File: config.mk
export PLATFORM = sky130hd
export DESIGN_NAME = sram_req_sequencer
export DESIGN_NICKNAME = d
export VERILOG_FILES = /design/src/rtl/sram_seq_pkg.sv /design/src/rtl/sram_req_fifo.sv /design/src/rtl/sram_req_sequencer.sv
export SDC_FILE = /design/constraint.sdc
export NUM_CORES = 1
export LEC_CHECK = 0
export CORE_MARGIN = 2
export CORE_UTILIZATION = 60
export CTS_BUF_LIST = sky130_fd_sc_hd__clkbuf_8
export DETAILED_ROUTE_END_ITERATION = 7
export PLACE_DENSITY = 0.9
export SLEW_MARGIN = 40
export SYNTH_ARGS = -nofsm -noshare
export SYNTH_HDL_FRONTEND = slang
export SYNTH_HIERARCHICAL = 1
export SYNTH_SLANG_ARGS = --single-unit
File: constraint.sdc
create_clock -name clk -period 7.62 [get_ports clk]
set_clock_uncertainty 0.1 [all_clocks]
set_input_delay 1.524 -clock clk [delete_from_list [all_inputs] [get_ports clk]]
set_output_delay 1.524 -clock clk [all_outputs]
set_load 0.01 [all_outputs]
File: src/rtl/sram_seq_pkg.sv
// sram_seq_pkg: shared state encoding and request entry layout for the SRAM request sequencer
package sram_seq_pkg;
  localparam int CMD_DW = 8;
  localparam int CMD_AW = 15;
  typedef enum logic [1:0] {IDLE, ISSUE, WAIT} state_t;
  typedef struct packed {
    logic              we;
    logic [CMD_AW-1:0] addr;
    logic [CMD_DW-1:0] wdata;
  } req_t;
endpackage

File: src/rtl/sram_req_fifo.sv
// sram_req_fifo: synchronous FIFO with count-derived full/empty and naturally wrapping pointers
module sram_req_fifo #(
  parameter int DEPTH = 4,
  parameter int W = 8
) (
  input  logic                   clk,
  input  logic                   rst_n,
  input  logic                   push,
  input  logic                   pop,
  input  logic [W-1:0]           din,
  output logic [W-1:0]           dout,
  output logic                   full,
  output logic                   empty,
  output logic [$clog2(DEPTH):0] count
);
  localparam int PW = $clog2(DEPTH);
  logic [W-1:0] mem [DEPTH];
  logic [PW-1:0] wr_ptr, rd_ptr;
  logic do_push, do_pop;
  assign full = count == (PW+1)'(DEPTH);
  assign empty = count == '0;
  assign do_push = push && !full;
  assign do_pop = pop && !empty;
  assign dout = mem[rd_ptr];
  always_ff @(posedge clk) begin
    if (!rst_n) begin
      wr_ptr <= '0;
      rd_ptr <= '0;
      count <= '0;
    end else begin
      if (do_push) begin
        mem[wr_ptr] <= din;
        wr_ptr <= wr_ptr + 1'b1;
      end
      if (do_pop) rd_ptr <= rd_ptr + 1'b1;
      count <= count + (PW+1)'(do_push) - (PW+1)'(do_pop);
    end
  end
endmodule

File: src/rtl/sram_req_sequencer.sv
// sram_req_sequencer: queues client requests and issues them one at a time to the SRAM controller
module sram_req_sequencer
  import sram_seq_pkg::*;
#(
  parameter int DW = CMD_DW,
  parameter int AW = CMD_AW,
  parameter int DEPTH = 4,
  parameter int TIMEOUT = 16
) (
  input  logic                   clk,
  input  logic                   rst_n,
  input  logic                   req_valid,
  output logic                   req_ready,
  input  logic                   req_we,
  input  logic [AW-1:0]          req_addr,
  input  logic [DW-1:0]          req_wdata,
  output logic                   rsp_valid,
  input  logic                   rsp_ready,
  output logic [DW-1:0]          rsp_rdata,
  output logic                   ctl_enable,
  output logic                   ctl_readenable,
  output logic                   ctl_writeenable,
  output logic [AW-1:0]          ctl_addr,
  output logic [DW-1:0]          ctl_wdata,
  input  logic [DW-1:0]          ctl_rdata,
  input  logic                   ctl_rd_done,
  input  logic                   ctl_wr_done,
  output logic [$clog2(DEPTH):0] fifo_count,
  output logic                   timeout_err
);
  localparam int TW = $clog2(TIMEOUT);
  state_t state, state_nx;
  req_t head, req_in;
  logic empty, full, pop, cmd_we, done, tmo_hit;
  logic [TW-1:0] tmo;
  assign req_in = '{we: req_we, addr: req_addr, wdata: req_wdata};
  sram_req_fifo #(.DEPTH(DEPTH), .W($bits(req_t))) u_fifo (
    .clk(clk), .rst_n(rst_n), .push(req_valid), .pop(pop), .din(req_in), .dout(head),
    .full(full), .empty(empty), .count(fifo_count)
  );
  assign req_ready = !full;
  assign done = cmd_we ? ctl_wr_done : ctl_rd_done;
  assign tmo_hit = tmo == TW'(TIMEOUT - 1);
  assign ctl_enable = state == ISSUE;
  assign ctl_writeenable = ctl_enable && cmd_we;
  assign ctl_readenable = ctl_enable && !cmd_we;
  // a pending response blocks reads only; writes may still drain past it
  always_comb begin
    pop = state == IDLE && !empty && (head.we || !rsp_valid);
    state_nx = pop ? ISSUE :
               state == ISSUE ? WAIT :
               (state == WAIT && (done || tmo_hit)) ? IDLE : state;
  end
  always_ff @(posedge clk) begin
    if (!rst_n) begin
      state <= IDLE;
      cmd_we <= 1'b0;
      ctl_addr <= '0;
      ctl_wdata <= '0;
      tmo <= '0;
      rsp_valid <= 1'b0;
      rsp_rdata <= '0;
      timeout_err <= 1'b0;
    end else begin
      state <= state_nx;
      if (pop) begin
        cmd_we <= head.we;
        ctl_addr <= head.addr;
        ctl_wdata <= head.wdata;
      end
      tmo <= state == WAIT ? tmo + 1'b1 : '0;
      if (rsp_valid && rsp_ready) rsp_valid <= 1'b0;
      if (state == WAIT && done && !cmd_we) begin
        rsp_valid <= 1'b1;
        rsp_rdata <= ctl_rdata;
      end
      if (state == WAIT && !done && tmo_hit) timeout_err <= 1'b1;
    end
  end
endmodule

==> results of run 1 <==
## power by group
part           internal [mW]  total [mW]  switching [mW]
Clock                  0.321       0.599           0.278
Sequential             0.948        1.04          0.0924
Combinational          0.332       0.582           0.250
Total                   1.60        2.22           0.621
## kinds of logic (layout without fill, tap and decap cells)
| group | count (synthesis) | after routing | synth area share, % |
|---|---|---|---|
| flip-flops | 145 | 145 | 68.7 |
| AND/OR/NAND/NOR | 90 | 90 | 7.75 |
| multiplexers | 59 | 59 | 16.1 |
| buffers and inverters | 28 | 120 | 3.43 |
| AO/OA/AOI/OAI | 9 | 9 | 1.42 |
| adder cells (fa/ha/maj) | 8 | 8 | 1.91 |
| XOR/XNOR | 4 | 4 | 0.623 |
## Yosys cell counts
| cell type | n | share of area [%] |
|---|---|---|
| a21boi_1 | 1 | 0.13 |
| nand3_1 | 2 | 0.18 |
| mux4_2 | 20 | 8.0 |
| inv_1 | 9 | 0.60 |
| a31oi_1 | 1 | 0.11 |
| buf_4 | 1 | 0.13 |
| nand3b_1 | 1 | 0.13 |
| nand2_1 | 54 | 3.6 |
| nand4bb_1 | 1 | 0.20 |
| dfxtp_1 | 49 | 17 |
| edfxtp_1 | 96 | 51 |
| and4bb_1 | 1 | 0.22 |
| ha_1 | 7 | 1.6 |
| a2111oi_4 | 1 | 0.49 |
| xnor2_1 | 3 | 0.47 |
| o21a_1 | 2 | 0.27 |
| fa_1 | 1 | 0.36 |
| and3_1 | 4 | 0.45 |
| xor2_1 | 1 | 0.16 |
| o21ai_0 | 3 | 0.27 |
| or3_1 | 1 | 0.11 |
| mux2i_1 | 35 | 6.2 |
| mux4_1 | 4 | 1.9 |
| and2_1 | 5 | 0.56 |
| buf_12 | 4 | 1.4 |
| buf_6 | 2 | 0.40 |
| nor3b_2 | 1 | 0.22 |
| nor3_2 | 1 | 0.18 |
| nor2b_1 | 14 | 1.6 |
| buf_2 | 3 | 0.27 |
| nor2_1 | 5 | 0.33 |
| a22o_1 | 1 | 0.16 |
| clkbuf_1 | 9 | 0.60 |
## registers in the layout, summed over array words and instances, names as in the netlist, 2 cells and up, named ones only
name,cells
u_fifo/mem,96
rsp_rdata,8
tmo,4
u_fifo/wr_ptr,2
u_fifo/rd_ptr,2
ctl_wdata,8
u_fifo/count,3
ctl_addr,15
state,2
## critical path, stage by stage
cell and delay, ns:
clkdlybuf4s50_1 0.44, nor2b_1 0.41, inv_1 0.09, ha_1 0.29, inv_1 0.03, ha_1 0.18, fa_1 0.38, xnor2_1 0.15
xnor2_1 0.13, and2_1 0.15
## routing by layer
layer | vias to the layer above | global-route usage [%] | routed length [um]
met3 | 15 | 6.17 | 578
met2 | 94 | 36.1 | 5090
li1 | 1418 | - | -
met5 | - | 0 | 0
met1 | 1470 | 25.5 | 4040
met4 | 0 | 9.17 | 177
## path summary, 6_finish.rpt
path	end	start	cells past startpoint	slack, ns
hold reg to reg	tmo[0]$_SDFF_PN0_	tmo[0]$_SDFF_PN0_	1	0.36
setup reg to reg	u_fifo/count[2]$_SDFF_PN0_	flip-flop	11	4.42
hold / removal	tmo[0]$_SDFF_PN0_	tmo[0]$_SDFF_PN0_	1	0.36
setup / recovery	u_fifo/count[2]$_SDFF_PN0_	req_valid	10	4.07
## area by class of cell
type / count / area share (%)
flip-flops and latches: 145 / 56.9
multi-input cells: 170 / 23.1
clock buffers: 17 / 3.44
clock inverters: 14 / 2.41
repair buffers: 80 / 11.6
inverters: 9 / 0.497
well taps: 111 / 2.04
## stage by stage
step,std cells,cell area (um2)
after CTS,546,6790
after global placement,515,6390
final,546,6800
after floorplan,343,5620
after detailed placement,515,6390
after global routing,546,6800
==> flow_metrics.tcl, run 1 <==
set metrics [dict create \
    yosys_warnings 6 \
    power_mw 2.22 \
    crit_path_end_kind "flip-flop" \
    fin_util_pct 74.2 \
    final.min_clock_period_ns 3.55 \
    drive_gt1_share_pct 14.3 \
    htreeDepth 4 \
    final_cell_mix "96 x edfxtp_1, 76 x clkdlybuf4s50_1, 54 x nand2_1" \
    seqCellArea_um2 3870 \
    setup_viol 0 \
    cap_violations 0 \
    path_clk_slew_ns 0.08 \
    fin_nets 469 \
    hold_buffers 0 \
    path_max_fanout 7 \
    grt_overflow_total 0 \
    pre_cts_ws_ns 3.62 \
    power.density_nw_per_um2 327 \
    port_buffers 77 \
    syn_avg_cell_area_um2 16.4 \
    numCtsBuffers 17 \
    drtIter0Drc 198 \
    ant_nets 0 \
    clock.fmax_ghz 0.281 \
    cts_root_buf "clkbuf_8" \
    clk_path_buf_depth 2 \
    fill_cells 537 \
    p_leak_nw 2.33 \
    rows 35 \
    maxSlewViolCount 0 \
    grt_max_degree 76 \
    core_area_um2 9150 \
    gp_congestion 0.710 \
    syn_to_final_growth_pct 20.9 \
    antenna_found_initial 0 \
    ir_drop_uv 249 \
    clk_latency_ns 0.43 \
    startpoint_type "input port" \
    route.detailed.drc 0 \
    setup_tns_ns 0 \
    die_x_um 101 \
    cts_resized 0 \
    maxSlewHeadroom_pct 54.7 \
    firstDrtPassIters 4 \
    synthCells 343 \
    critical_path_class "in2reg" \
    die_h_um 101 \
    vias_per_cell 5.49 \
    wire_per_inst_um 18.1 \
    final_common_cell "edfxtp_1" \
    grt_pass1_vias 3173 \
    cp.required_ns 7.85 \
    dieArea_um2 10200 \
    yosysUniqueCellTypes 33 \
    grt_usage_pct 21.3 \
    synth-seq-cells 145 \
    status "finished, final reports clean" \
    worst_pin_slew_ns 0.680 \
    syn-num-nets 389 \
    min_path_type "reg2reg" \
    finalCritPeriodShare_pct 46.6 \
    worst_slack_ns 4.07 \
    cts_tree "yes" \
    vias 2997 \
    postCtsSetupRepairBufs 0 \
    grt_pass1_wl_mm 15.7 \
    cts.sinks 145 \
    rsz0062_at_grt "false" \
    syn-cell-area_um2 5620 \
    antennaDiodeCount 0 \
    pin_count 78 \
    start_util_pct 61.4 \
    dp.final_hpwl_mm 6.27 \
    final_hold_viol_count 0 \
    cp.arrival_ns 3.78 \
    multi_input_area_um2 1570 \
    holdWs_ns 0.358 \
    routed_wl_mm 9.89 \
    ys_seq_area_share_pct 68.7 \
]
(Power assumes the default switching activity.)
==> run 2, diff against run 1 <==
CORE_UTILIZATION = 56   (was 60)
PLACE_DENSITY = 0.85   (was 0.9)
clock period = 3.4 ns   (was 7.62 ns; I/O delays follow)
==> flow_metrics.tcl, run 2 (synthesized netlist as in run 1, its figures left out) <==
set metrics [dict create \
    status "finished, final reports clean" \
    multi_input_area_um2 1560 \
    grt_pass1_wl_mm 15.6 \
    seqCellArea_um2 3860 \
    die_x_um 104 \
    finalCritPeriodShare_pct 83.9 \
    grt_overflow_total 0 \
    vias 3047 \
    firstDrtPassIters 4 \
    final_common_cell "edfxtp_1" \
    min_path_type "reg2reg" \
    worst_slack_ns 0.548 \
    htreeDepth 4 \
    pre_cts_ws_ns 0.481 \
    path_clk_slew_ns 0.07 \
    ir_drop_uv 369 \
    cts_tree "yes" \
    top_register "u_fifo/mem" \
    crit_path_end_kind "flip-flop" \
    numCtsBuffers 17 \
    start_util_pct 57.5 \
    fin_nets 476 \
    antennaDiodeCount 0 \
    cp.arrival_ns 3.07 \
    clock.fmax_ghz 0.351 \
    power.density_nw_per_um2 714 \
    ant_nets 0 \
    grt_pass1_vias 3121 \
    p_leak_nw 2.36 \
    fill_cells 635 \
    antenna_found_initial 0 \
    die_h_um 104 \
    cp.required_ns 3.62 \
    clk_latency_ns 0.43 \
    pin_count 78 \
    route.detailed.drc 0 \
    setup_tns_ns 0 \
    fin_area_um2 6840 \
    cts.sinks 145 \
    drive_gt1_share_pct 14.9 \
    dp.final_hpwl_mm 6.13 \
    vias_per_cell 5.29 \
    cts_resized 0 \
    port_buffers 77 \
    gp_congestion 0.692 \
    cts_root_buf "clkbuf_8" \
    largest_registers "u_fifo/mem x96, ctl_addr x15" \
    cap_violations 0 \
    hold_buffers 0 \
    worst_pin_slew_ns 0.499 \
    critical_path_class "reg2reg" \
    rsz0062_at_grt "false" \
    syn_to_final_growth_pct 21.7 \
    startpoint_type "flip-flop" \
    maxSlewViolCount 0 \
    grt_usage_pct 19.2 \
    maxSlewHeadroom_pct 66.7 \
    largest_reg_flops 96 \
    dieArea_um2 10900 \
    setup_viol 0 \
    path_max_fanout 3 \
    fin_cells 576 \
    dp_cells 544 \
    final_cell_mix "96 x edfxtp_1, 76 x clkdlybuf4s50_1, 54 x nand2_1" \
    core_area_um2 9770 \
    place_area_um2 6470 \
    grt_max_degree 28 \
    drtIter0Drc 224 \
    clk_path_buf_depth 2 \
    final_hold_viol_count 0 \
    postCtsSetupRepairBufs 0 \
    final.min_clock_period_ns 2.85 \
    wire_per_inst_um 16.7 \
    rows 36 \
    routed_wl_mm 9.63 \
]
## run 2: cell count changes in the layout (fill, tap and decap cells not counted)
cell / before / now
dfxtp_4: 1 / 0
clkinvlp_4: 2 / 3
and3_1: 1 / 4
and3_2: 3 / 0
clkbuf_8: 17 / 19
bufinv_16: 3 / 1
dfxtp_1: 47 / 48
buf_4: 3 / 10
## run 2: worst paths after layout
check / from / endpoint / slack (ns) / depth (start not counted)
worst max register to register: u_fifo/mem[1][23]$_DFFE_PP_ / u_fifo/count[2]$_SDFF_PN0_ / 0.55 / 11
worst min-delay path: tmo[0]$_SDFF_PN0_ / tmo[0]$_SDFF_PN0_ / 0.35 / 1
worst max-delay path: u_fifo/mem[1][23]$_DFFE_PP_ / u_fifo/count[2]$_SDFF_PN0_ / 0.55 / 11
worst min register to register: tmo[0]$_SDFF_PN0_ / tmo[0]$_SDFF_PN0_ / 0.35 / 1
## run 2: critical path, stage by stage (launching register included)
cell	delay, ns
edfxtp_1	0.39
mux4_1	0.56
inv_1	0.12
a2111oi_4	0.08
nor2b_1	0.18
ha_1	0.29
inv_1	0.04
ha_1	0.18
fa_1	0.38
xnor2_1	0.15
xnor2_1	0.12
and2_1	0.16
## run 2: power by group
| group | switching, mW | internal, mW |
|---|---|---|
| logic | 0.629 | 0.758 |
| registers | 0.140 | 2.12 |
| clock network | 0.619 | 0.616 |
## run 2: routing by layer
metal | track usage (%) | vias to the layer above | share of wire (%)
li1 | - | 1434 | -
met1 | 21.8 | 1499 | 39
met2 | 33.6 | 109 | 54
met3 | 5.45 | 5 | 6.8
met4 | 8.98 | 0 | 0.84
met5 | 0 | - | 0
## run 2: area by class of cell
cell class              instances  area share, %
multi-input cells             170           22.9
repair buffers                 87           12.3
well taps                     133           2.43
clock inverters                13           1.63
inverters                       9          0.494
flip-flops and latches        145           56.5
clock buffers                  19           3.82
## run 2: per-stage QoR
| step | power [mW] | utilization (%) | hold WS, ns |
|---|---|---|---|
| after global placement | 3.63 | 66.2 | 0.331 |
| after CTS | 4.94 | 70.0 | 0.352 |
| final | 4.88 | 70.0 | 0.353 |
| after global routing | 5.13 | 70.0 | 0.362 |
| after detailed placement | 3.70 | 66.2 | 0.336 |
| after floorplan | 3.28 | - | 0.318 |
==> run 3, diff against run 2 <==
CORE_UTILIZATION = 51   (was 56)
PLACE_DENSITY = 0.82   (was 0.85)
clock period = 2.57 ns   (was 3.4 ns; I/O delays follow)
==> flow_metrics.tcl, run 3 (synthesized netlist as in run 1, its figures left out) <==
set metrics [dict create \
    die_h_um 109 \
    fin_nets 482 \
    final.min_clock_period_ns 2.58 \
    largest_registers "u_fifo/mem x96, ctl_addr x15" \
    status "finished with violations" \
    cts_root_buf "clkbuf_8" \
    reg2reg_depth 11 \
    switching_share_pct 28.0 \
    final_hold_viol_count 0 \
    cts.sinks 145 \
    rows 38 \
    start_util_pct 52.1 \
    p_int_mw 4.83 \
    clock.fmax_ghz 0.387 \
    grt_pass1_wl_mm 15.8 \
    syn_to_final_growth_pct 23.9 \
    drtIter0Drc 168 \
    core_area_um2 10800 \
    setup_tns_ns -0.0148 \
    fin_cells 589 \
    largest_reg_flops 96 \
    dp_cells 556 \
    grt_max_degree 34 \
    r2r_end "u_fifo/count[2]$_SDFF_PN0_" \
    fill_cells 803 \
    crit_path_end_kind "flip-flop" \
    clk_path_buf_depth 2 \
    power_mw 6.72 \
    cp.required_ns 2.80 \
    path_max_fanout 3 \
    power_switching_mw 1.88 \
    antenna_found_initial 0 \
    critical_path_class "reg2reg" \
    vias 3059 \
    grt_overflow_total 0 \
    rsz0062_at_grt "true" \
    clockPowerShare_pct 26.5 \
    pin_count 78 \
    sequentialPowerShare_pct 44.7 \
    power.density_nw_per_um2 964 \
    die_x_um 109 \
    top_register "u_fifo/mem" \
    cap_violations 0 \
    setup_viol 1 \
    finalCritPeriodShare_pct 101 \
    path_clk_slew_ns 0.07 \
    min_to "tmo[0]$_SDFF_PN0_" \
    dieArea_um2 11900 \
    ant_nets 0 \
    gp_congestion 0.740 \
    regToRegSetupSlack_ns -0.01 \
    worst_slack_ns -0.0148 \
    holdPathStages 1 \
    startpoint_type "flip-flop" \
    clk_latency_ns 0.44 \
    wire_per_inst_um 16.8 \
    worst_pin_slew_ns 0.540 \
    final_common_cell "edfxtp_1" \
    hp-start "tmo[0]$_SDFF_PN0_" \
    pre_cts_ws_ns -0.0742 \
    ir_drop_uv 501 \
    port_buffers 77 \
    holdWs_ns 0.351 \
    maxSlewViolCount 0 \
    final_cell_mix "96 x edfxtp_1, 76 x clkdlybuf4s50_1, 54 x nand2_1" \
    route.detailed.drc 0 \
    maxSlewHeadroom_pct 64.0 \
    power_frac_comb_pct 28.8 \
    cp.arrival_ns 2.81 \
    drive_gt1_share_pct 17.6 \
    grt_pass1_vias 3243 \
    min_path_type "reg2reg" \
    cts_tree "yes" \
    p_leak_nw 2.40 \
    firstDrtPassIters 4 \
    antennaDiodeCount 0 \
    dp.final_hpwl_mm 6.40 \
    grt_usage_pct 18.3 \
    violations "negative setup slack" \
    htreeDepth 4 \
    routed_wl_mm 9.89 \
    numCtsBuffers 17 \
    vias_per_cell 5.19 \
]
## run 3: cell count changes in the layout (fill, tap and decap cells not counted), sizes merged
cell      before  now
buf           11   17
clkinvlp       3    4
bufinv         1    3
clkbuf        19   17
clkinv         5    4
## run 3: layer usage
metal	wire (um)	track usage, %
met4	253	9.43
met1	4090	21.4
met5	0	0
met2	5120	31.3
met3	432	4.54
## run 3: metrics by stage
stage	instance area (um2)	util, %
6_report	6970	64.5
2_1_floorplan	5630	-
3_3_place_gp	6530	60.5
3_5_place_dp	6530	60.5
5_1_grt	6970	64.5
4_1_cts	6930	64.2
## run 3: worst max path at each step
| stage | slack, ns | to | from | cells after the start |
|---|---|---|---|---|
| 6_report | -0.01 | u_fifo/count[2]$_SDFF_PN0_ | flip-flop | 11 |
| 5_1_grt | -0.09 | u_fifo/count[2]$_SDFF_PN0_ | flip-flop | 11 |
| 4_1_cts | -0.03 | u_fifo/count[2]$_SDFF_PN0_ | flip-flop | 11 |
| 3_5_place_dp | -0.07 | u_fifo/count[2]$_SDFF_PN0_ | req_valid | 10 |
| 3_3_place_gp | -0.02 | u_fifo/count[2]$_SDFF_PN0_ | req_valid | 10 |
| 2_1_floorplan | -0.35 | u_fifo/count[2]$_SDFF_PN0_ | flip-flop | 14 |
## run 3: cell type report
class	instances	area (um2)	share of cell area, %
tap	140	175	2.51
inverter	9	33.8	0.485
sequential	145	3860	55.5
clock inverter	15	169	2.43
multi-input combinational	170	1600	23.0
timing repair buffer	93	886	12.7
clock buffer	17	234	3.36
## run 3: power groups by stage
stage          Clock, mW  Combinational, mW  Sequential (mW)
6_report            1.78               1.94             3.00
5_1_grt             1.93               2.10             3.04
4_1_cts             1.82               1.91             3.00
3_5_place_dp           0               1.90             3.05
3_3_place_gp           0               1.83             3.03
2_1_floorplan          0               1.26             3.10
## run 3: what timing repair did
item	CTS	global route
gates resized for setup	0	4
hold buffers	0	0
endpoints found under the setup margin	1	2
buffers inserted	0	1
## run 3: critical path, stage by stage (launching register included)
cell       delay, ns
dfxtp_2         0.34
mux4_2          0.52
inv_2           0.09
a2111oi_4       0.06
nor2b_4         0.16
ha_4            0.26
inv_2           0.04
ha_4            0.15
fa_2            0.35
xnor2_2         0.14
xnor2_1         0.12
and2_1          0.15
